$ cat config.mk
export PLATFORM = sky130hd
export DESIGN_NAME = seq_bit_serializer_flat
export DESIGN_NICKNAME = d
export VERILOG_FILES = /design/src/rtl/seq_det_pkg.sv /design/src/rtl/seq_bit_serializer_if.sv /design/src/rtl/seq_bit_serializer.sv /design/src/flat_wrapper.sv
export SDC_FILE = /design/constraint.sdc
export NUM_CORES = 1
export LEC_CHECK = 0
export ABC_AREA = 0
export BUFFER_PORTS_ARGS = -buffer_cell sky130_fd_sc_hd__buf_2
export CORE_MARGIN = 8
export CORE_UTILIZATION = 54
export DETAILED_ROUTE_END_ITERATION = 12
export GPL_ROUTABILITY_DRIVEN = 0
export PLACE_DENSITY = 0.78
export SLEW_MARGIN = 20
export SYNTH_ARGS = -nofsm -noshare
export SYNTH_HDL_FRONTEND = slang
export SYNTH_SLANG_ARGS = --single-unit
$ cat constraint.sdc
create_clock -name clk -period 2.57 [get_ports clk]
set_input_delay 0 -clock clk [delete_from_list [all_inputs] [get_ports clk]]
set_output_delay 0 -clock clk [all_outputs]
set_load 0.05 [all_outputs]
$ cat src/rtl/seq_det_pkg.sv
// rtl/seq_det_pkg.sv - shared FSM states and idle level for the 101 detector slice
package seq_det_pkg;

    typedef enum logic {
        IDLE  = 1'b0,
        SHIFT = 1'b1
    } state_t;

    localparam logic DEFAULT_IDLE_BIT = 1'b0;

endpackage

$ cat src/rtl/seq_bit_serializer_if.sv
// rtl/seq_bit_serializer_if.sv - word input handshake of the bit serializer
interface seq_bit_serializer_if #(
    parameter int WIDTH = 8
) ();

    logic [WIDTH-1:0] in_data;
    logic             in_valid;
    logic             in_ready;

    modport master (
        output in_data,
        output in_valid,
        input  in_ready
    );

    modport slave (
        input  in_data,
        input  in_valid,
        output in_ready
    );

endinterface

$ cat src/rtl/seq_bit_serializer.sv
// rtl/seq_bit_serializer.sv - double-buffered word to serial bit stream feeding the 101 detector
module seq_bit_serializer
    import seq_det_pkg::*;
#(
    parameter int   WIDTH     = 8,
    parameter bit   MSB_FIRST = 1'b1,
    parameter logic IDLE_BIT  = DEFAULT_IDLE_BIT,
    parameter int   CNT_W     = 16
) (
    input  logic                 clk,
    input  logic                 rst,
    seq_bit_serializer_if.slave  in_if,
    output logic                 d_out,
    output logic                 d_valid,
    output logic                 busy,
    output logic [CNT_W-1:0]     words_sent
);

    localparam int            BW   = $clog2(WIDTH);
    localparam logic [BW-1:0] LAST = BW'(WIDTH - 1);

    state_t           state;
    logic [WIDTH-1:0] shreg;
    logic [WIDTH-1:0] hold;
    logic             hold_full;
    logic [BW-1:0]    bit_cnt;
    logic             accept;
    logic             load_point;

    // Bit that leaves first from a word, depending on shift direction.
    function automatic logic first_bit(input logic [WIDTH-1:0] w);
        return MSB_FIRST ? w[WIDTH-1] : w[0];
    endfunction

    // Word with the bit just sent discarded, next bit moved into the first position.
    function automatic logic [WIDTH-1:0] advance(input logic [WIDTH-1:0] w);
        return MSB_FIRST ? {w[WIDTH-2:0], 1'b0} : {1'b0, w[WIDTH-1:1]};
    endfunction

    // Ready depends only on the hold register; reset forces it low immediately.
    assign in_if.in_ready = !hold_full && !rst;
    assign accept         = in_if.in_valid && in_if.in_ready;
    assign load_point     = (state == IDLE) || (bit_cnt == LAST);

    // Shifter FSM with hold register; every output is registered here.
    always_ff @(posedge clk) begin
        if (rst) begin
            state      <= IDLE;
            shreg      <= '0;
            hold       <= '0;
            hold_full  <= 1'b0;
            bit_cnt    <= '0;
            d_out      <= IDLE_BIT;
            d_valid    <= 1'b0;
            busy       <= 1'b0;
            words_sent <= '0;
        end else if (load_point) begin
            if (state == SHIFT) begin
                words_sent <= words_sent + CNT_W'(1);
            end
            if (hold_full) begin
                // Held word goes to the shifter; a word accepted now refills hold.
                shreg     <= hold;
                d_out     <= first_bit(hold);
                state     <= SHIFT;
                bit_cnt   <= '0;
                d_valid   <= 1'b1;
                busy      <= 1'b1;
                hold_full <= accept;
                if (accept) begin
                    hold <= in_if.in_data;
                end
            end else if (accept) begin
                // Bypass: hold is empty and the shifter loads this edge.
                shreg   <= in_if.in_data;
                d_out   <= first_bit(in_if.in_data);
                state   <= SHIFT;
                bit_cnt <= '0;
                d_valid <= 1'b1;
                busy    <= 1'b1;
            end else begin
                state   <= IDLE;
                bit_cnt <= '0;
                d_out   <= IDLE_BIT;
                d_valid <= 1'b0;
                busy    <= 1'b0;
            end
        end else begin
            bit_cnt <= bit_cnt + BW'(1);
            shreg   <= advance(shreg);
            d_out   <= first_bit(advance(shreg));
            busy    <= 1'b1;
            if (accept) begin
                hold      <= in_if.in_data;
                hold_full <= 1'b1;
            end
        end
    end

endmodule

$ cat src/flat_wrapper.sv
// flat-port wrapper written by rule: the top's interface ports become plain ports
module seq_bit_serializer_flat import seq_det_pkg::*;
#(
    parameter int   WIDTH     = 8,
    parameter bit   MSB_FIRST = 1'b1,
    parameter logic IDLE_BIT  = DEFAULT_IDLE_BIT,
    parameter int   CNT_W     = 16
)
  (clk, rst, d_out, d_valid, busy, words_sent, in_if_in_data, in_if_in_valid, in_if_in_ready);
  seq_bit_serializer_if #(.WIDTH(WIDTH)) in_if_i ();
  input  logic clk;
  input  logic rst;
  output logic d_out;
  output logic d_valid;
  output logic busy;
  output logic [CNT_W-1:0] words_sent;
  input wire logic [$bits(in_if_i.in_data)-1:0] in_if_in_data;
  input wire logic [$bits(in_if_i.in_valid)-1:0] in_if_in_valid;
  output wire logic [$bits(in_if_i.in_ready)-1:0] in_if_in_ready;
  assign in_if_i.in_data = in_if_in_data;
  assign in_if_i.in_valid = in_if_in_valid;
  assign in_if_in_ready = in_if_i.in_ready;
  seq_bit_serializer #(.WIDTH(WIDTH), .MSB_FIRST(MSB_FIRST), .IDLE_BIT(IDLE_BIT), .CNT_W(CNT_W)) u_core (.clk(clk), .rst(rst), .in_if(in_if_i), .d_out(d_out), .d_valid(d_valid), .busy(busy), .words_sent(words_sent));
endmodule
==> impl_metrics.env <==
export IMPL_htree_levels=2
export IMPL_initialDrtViolationCount=106
export IMPL_slew_viol_final=0
export IMPL_status="finished clean"
export IMPL_final_cells=244
export IMPL_cell_internal_pwr_uw=977
export IMPL_end_kind="register"
export IMPL_root_buffer="clkbuf_4"
export IMPL_p_total_mw=1.24
export IMPL_grt_max_degree=42
export IMPL_vdd_drop_max_mv=0.455
export IMPL_numPortBuffers=30
export IMPL_swShare_pct=21.3
export IMPL_drt_total_wl_um=3460
export IMPL_synth_edf_count=0
export IMPL_placed_cells=227
export IMPL_syn_to_final_growth_pct=22.5
export IMPL_synth_xor_area_share_pct=6.30
export IMPL_synthTopCellsByCount="38 x dfxtp_1, 26 x nor2_1, 15 x mux2i_1"
export IMPL_p_switching_uw=264
export IMPL_grtUsageTotal_pct=14.3
export IMPL_power_density_mw_per_mm2=607
export IMPL_synth_seq_area_share_pct=45.6
export IMPL_slew_headroom_pct=56.6
export IMPL_synth_nets=184
export IMPL_cp_start_kind="register"
export IMPL_synth_area_leaders="dfxtp_1 46%, mux2i_1 9.0%, mux2_1 6.1%"
export IMPL_power_frac_seq_pct=49.6
export IMPL_antenna_left=0
export IMPL_via_count=1327
export IMPL_dieHeight_um=71.6
export IMPL_synth_top_area_cell="dfxtp_1"
export IMPL_path_class="reg -> reg"
export IMPL_numCtsBuffers=5
export IMPL_synth_area_per_cell_um2=9.82
export IMPL_grt_pass1_wl_um=6020
export IMPL_num_rows=20
export IMPL_die_area_mm2=0.00513
export IMPL_p_leak_nw=0.837
export IMPL_overflow=0
export IMPL_drc=0
export IMPL_drive_above_1_share_pct=20.9
export IMPL_synth_compound_area_share_pct=4.50
export IMPL_coreArea_mm2=0.00300
export IMPL_cts_sinks=38
export IMPL_cp_required_ns=2.79
export IMPL_rsz0062_at_grt="no"
export IMPL_netlist_area_mm2=0.00167
export IMPL_chipWidth_um=71.6
export IMPL_finalNetCount=224
export IMPL_fin_crit_sh_pct=74.1
export IMPL_fin_skew_ns=0.00689
export IMPL_dr_pass1_iters=4
export IMPL_clk_path_buf_depth=2
export IMPL_viasPerCell=5.44
export IMPL_cap_violations=0
export IMPL_initial_utilization_pct=55.6
export IMPL_setup_tns_ns=0
export IMPL_min_path_type="in -> reg"
export IMPL_io_pins=31
export IMPL_synth_most_common_cell="dfxtp_1"
export IMPL_p_clk_share_pct=42.1
export IMPL_cp_max_fo=8
export IMPL_max_freq_mhz=525
export IMPL_antennaDiodeCount=0
export IMPL_synth_cell_types=31
export IMPL_netlist_instances=170
export IMPL_crit_arrival_ns=2.12
export IMPL_synthArstFlopShare_pct=0
export IMPL_synthSimpleGateAreaFrac_pct=23.9
export IMPL_hold_viol=0
export IMPL_clk_latency_ns=0.33
export IMPL_synthMuxAreaShare_pct=15.1
export IMPL_grt_util_met2_pct=26.2
export IMPL_synth_top_family_by_area="simple AND/OR/NAND/NOR gates"
export IMPL_cts_resized=0
export IMPL_finalSetupViolations=0
export IMPL_ys_flop_type="dfxtp_1"
export IMPL_post_route_min_period_ns=1.90
export IMPL_routedWlPerCell_um=14.2
export IMPL_met1_usage_pct=14.8
export IMPL_grt_busiest_layer="met2"
export IMPL_dp_hpwl_um=2420
export IMPL_worst_slew_pin_slew_ns=0.650
export IMPL_synth_top_cell_area_share_pct=45.6
export IMPL_cts_clk_slew_worst_paths_ns=0.11
export IMPL_grt_pass1_vias=1396
export IMPL_synth_seq_cells=38
export IMPL_antenna_found_initial=0
export IMPL_cts_tree="yes"
export IMPL_synthAdderAreaFrac_pct=2.25
export IMPL_p_comb_share_pct=8.3
export IMPL_grtUsageMet3_pct=4.32
export IMPL_synth_warnings=0
==> power by group through the flow <==
stage | registers (mW) | logic [mW] | clock network, mW
2_1_floorplan | 0.636 | 0.0582 | 0
3_3_place_gp | 0.628 | 0.0897 | 0
3_5_place_dp | 0.629 | 0.0931 | 0
4_1_cts | 0.615 | 0.104 | 0.529
5_1_grt | 0.618 | 0.111 | 0.560
6_report | 0.616 | 0.103 | 0.522
==> sequential cells by signal (all words and copies together), names as in the netlist <==
signal / count
u_core.d_out: 1
u_core.hold: 8
u_core.words_sent: 16
u_core.bit_cnt: 3
u_core.busy: 1
u_core.shreg: 7
u_core.hold_full: 1
u_core.d_valid: 1
==> layer usage <==
metal  wire length (um)  up-vias
met5                  0        -
met3                162        5
met1               1480      630
met2               1770       22
met4                 45        0
li1                   -      670
==> worst max-delay path, stage by stage, from the launching register on <==
cell and delay [ns]:
dfxtp_1 0.33, ha_1 0.20, ha_1 0.27, nand2b_1 0.23
nor3_4 0.45, mux2i_1 0.26, nor2_1 0.05
==> metrics by stage <==
stage / setup WS, ns / cell area, um^2 / hold slack (ns) / utilization, %
floorplan: 0.704 / 1670 / 0.147 / -
global placement: 0.752 / 1840 / 0.250 / 61.4
detailed placement: 0.686 / 1840 / 0.260 / 61.4
CTS: 0.672 / 2040 / 0.176 / 68.1
global route: 0.556 / 2040 / 0.186 / 68.1
finish: 0.666 / 2040 / 0.176 / 68.1
==> path summary, 6_finish.rpt <==
path / from / cells after the start / end / slack, ns
setup / recovery: u_core.bit_cnt[0] / 6 / u_core.hold[0] / 0.67
hold / removal: rst / 3 / u_core.words_sent[14] / 0.18
setup reg to reg: u_core.bit_cnt[0] / 6 / u_core.hold[0] / 0.67
hold reg to reg: u_core.bit_cnt[0] / 1 / u_core.bit_cnt[0] / 0.45
==> kinds of logic after synthesis <==
logic type      after synthesis
simple gates                 70
mux                          24
xor+xnor                     12
compound gates               13
fa+ha+maj                     3
buf+inv                      10
flops                        38
==> cell type report <==
class | count | area, um^2
clock buffers | 6 | 51.3
clock inverters | 2 | 60.1
fillers | 243 | 958
well taps | 33 | 41.3
flip-flops and latches | 38 | 761
repair buffers | 41 | 255
inverters | 2 | 7.51
multi-input cells | 122 | 868
==> cell usage in the layout, fill, tap and decap left out, types with 5 or more instances in the layout <==
master	n
o22ai_1	6
dfxtp_1	38
xnor2_1	8
mux2i_1	15
nor2_1	26
nand2_1	7
mux2_1	9
dlygate4sd3_1	9
nor3_1	5
nand2b_1	9
buf_2	30
a21oi_1	5
clkbuf_4	5
==> repair_timing <==
action / CTS / global route
hold endpoints to repair: 11 / 0
setup buffers: 0 / 0
hold buffers: 9 / 0
(Power assumes the default switching activity.)
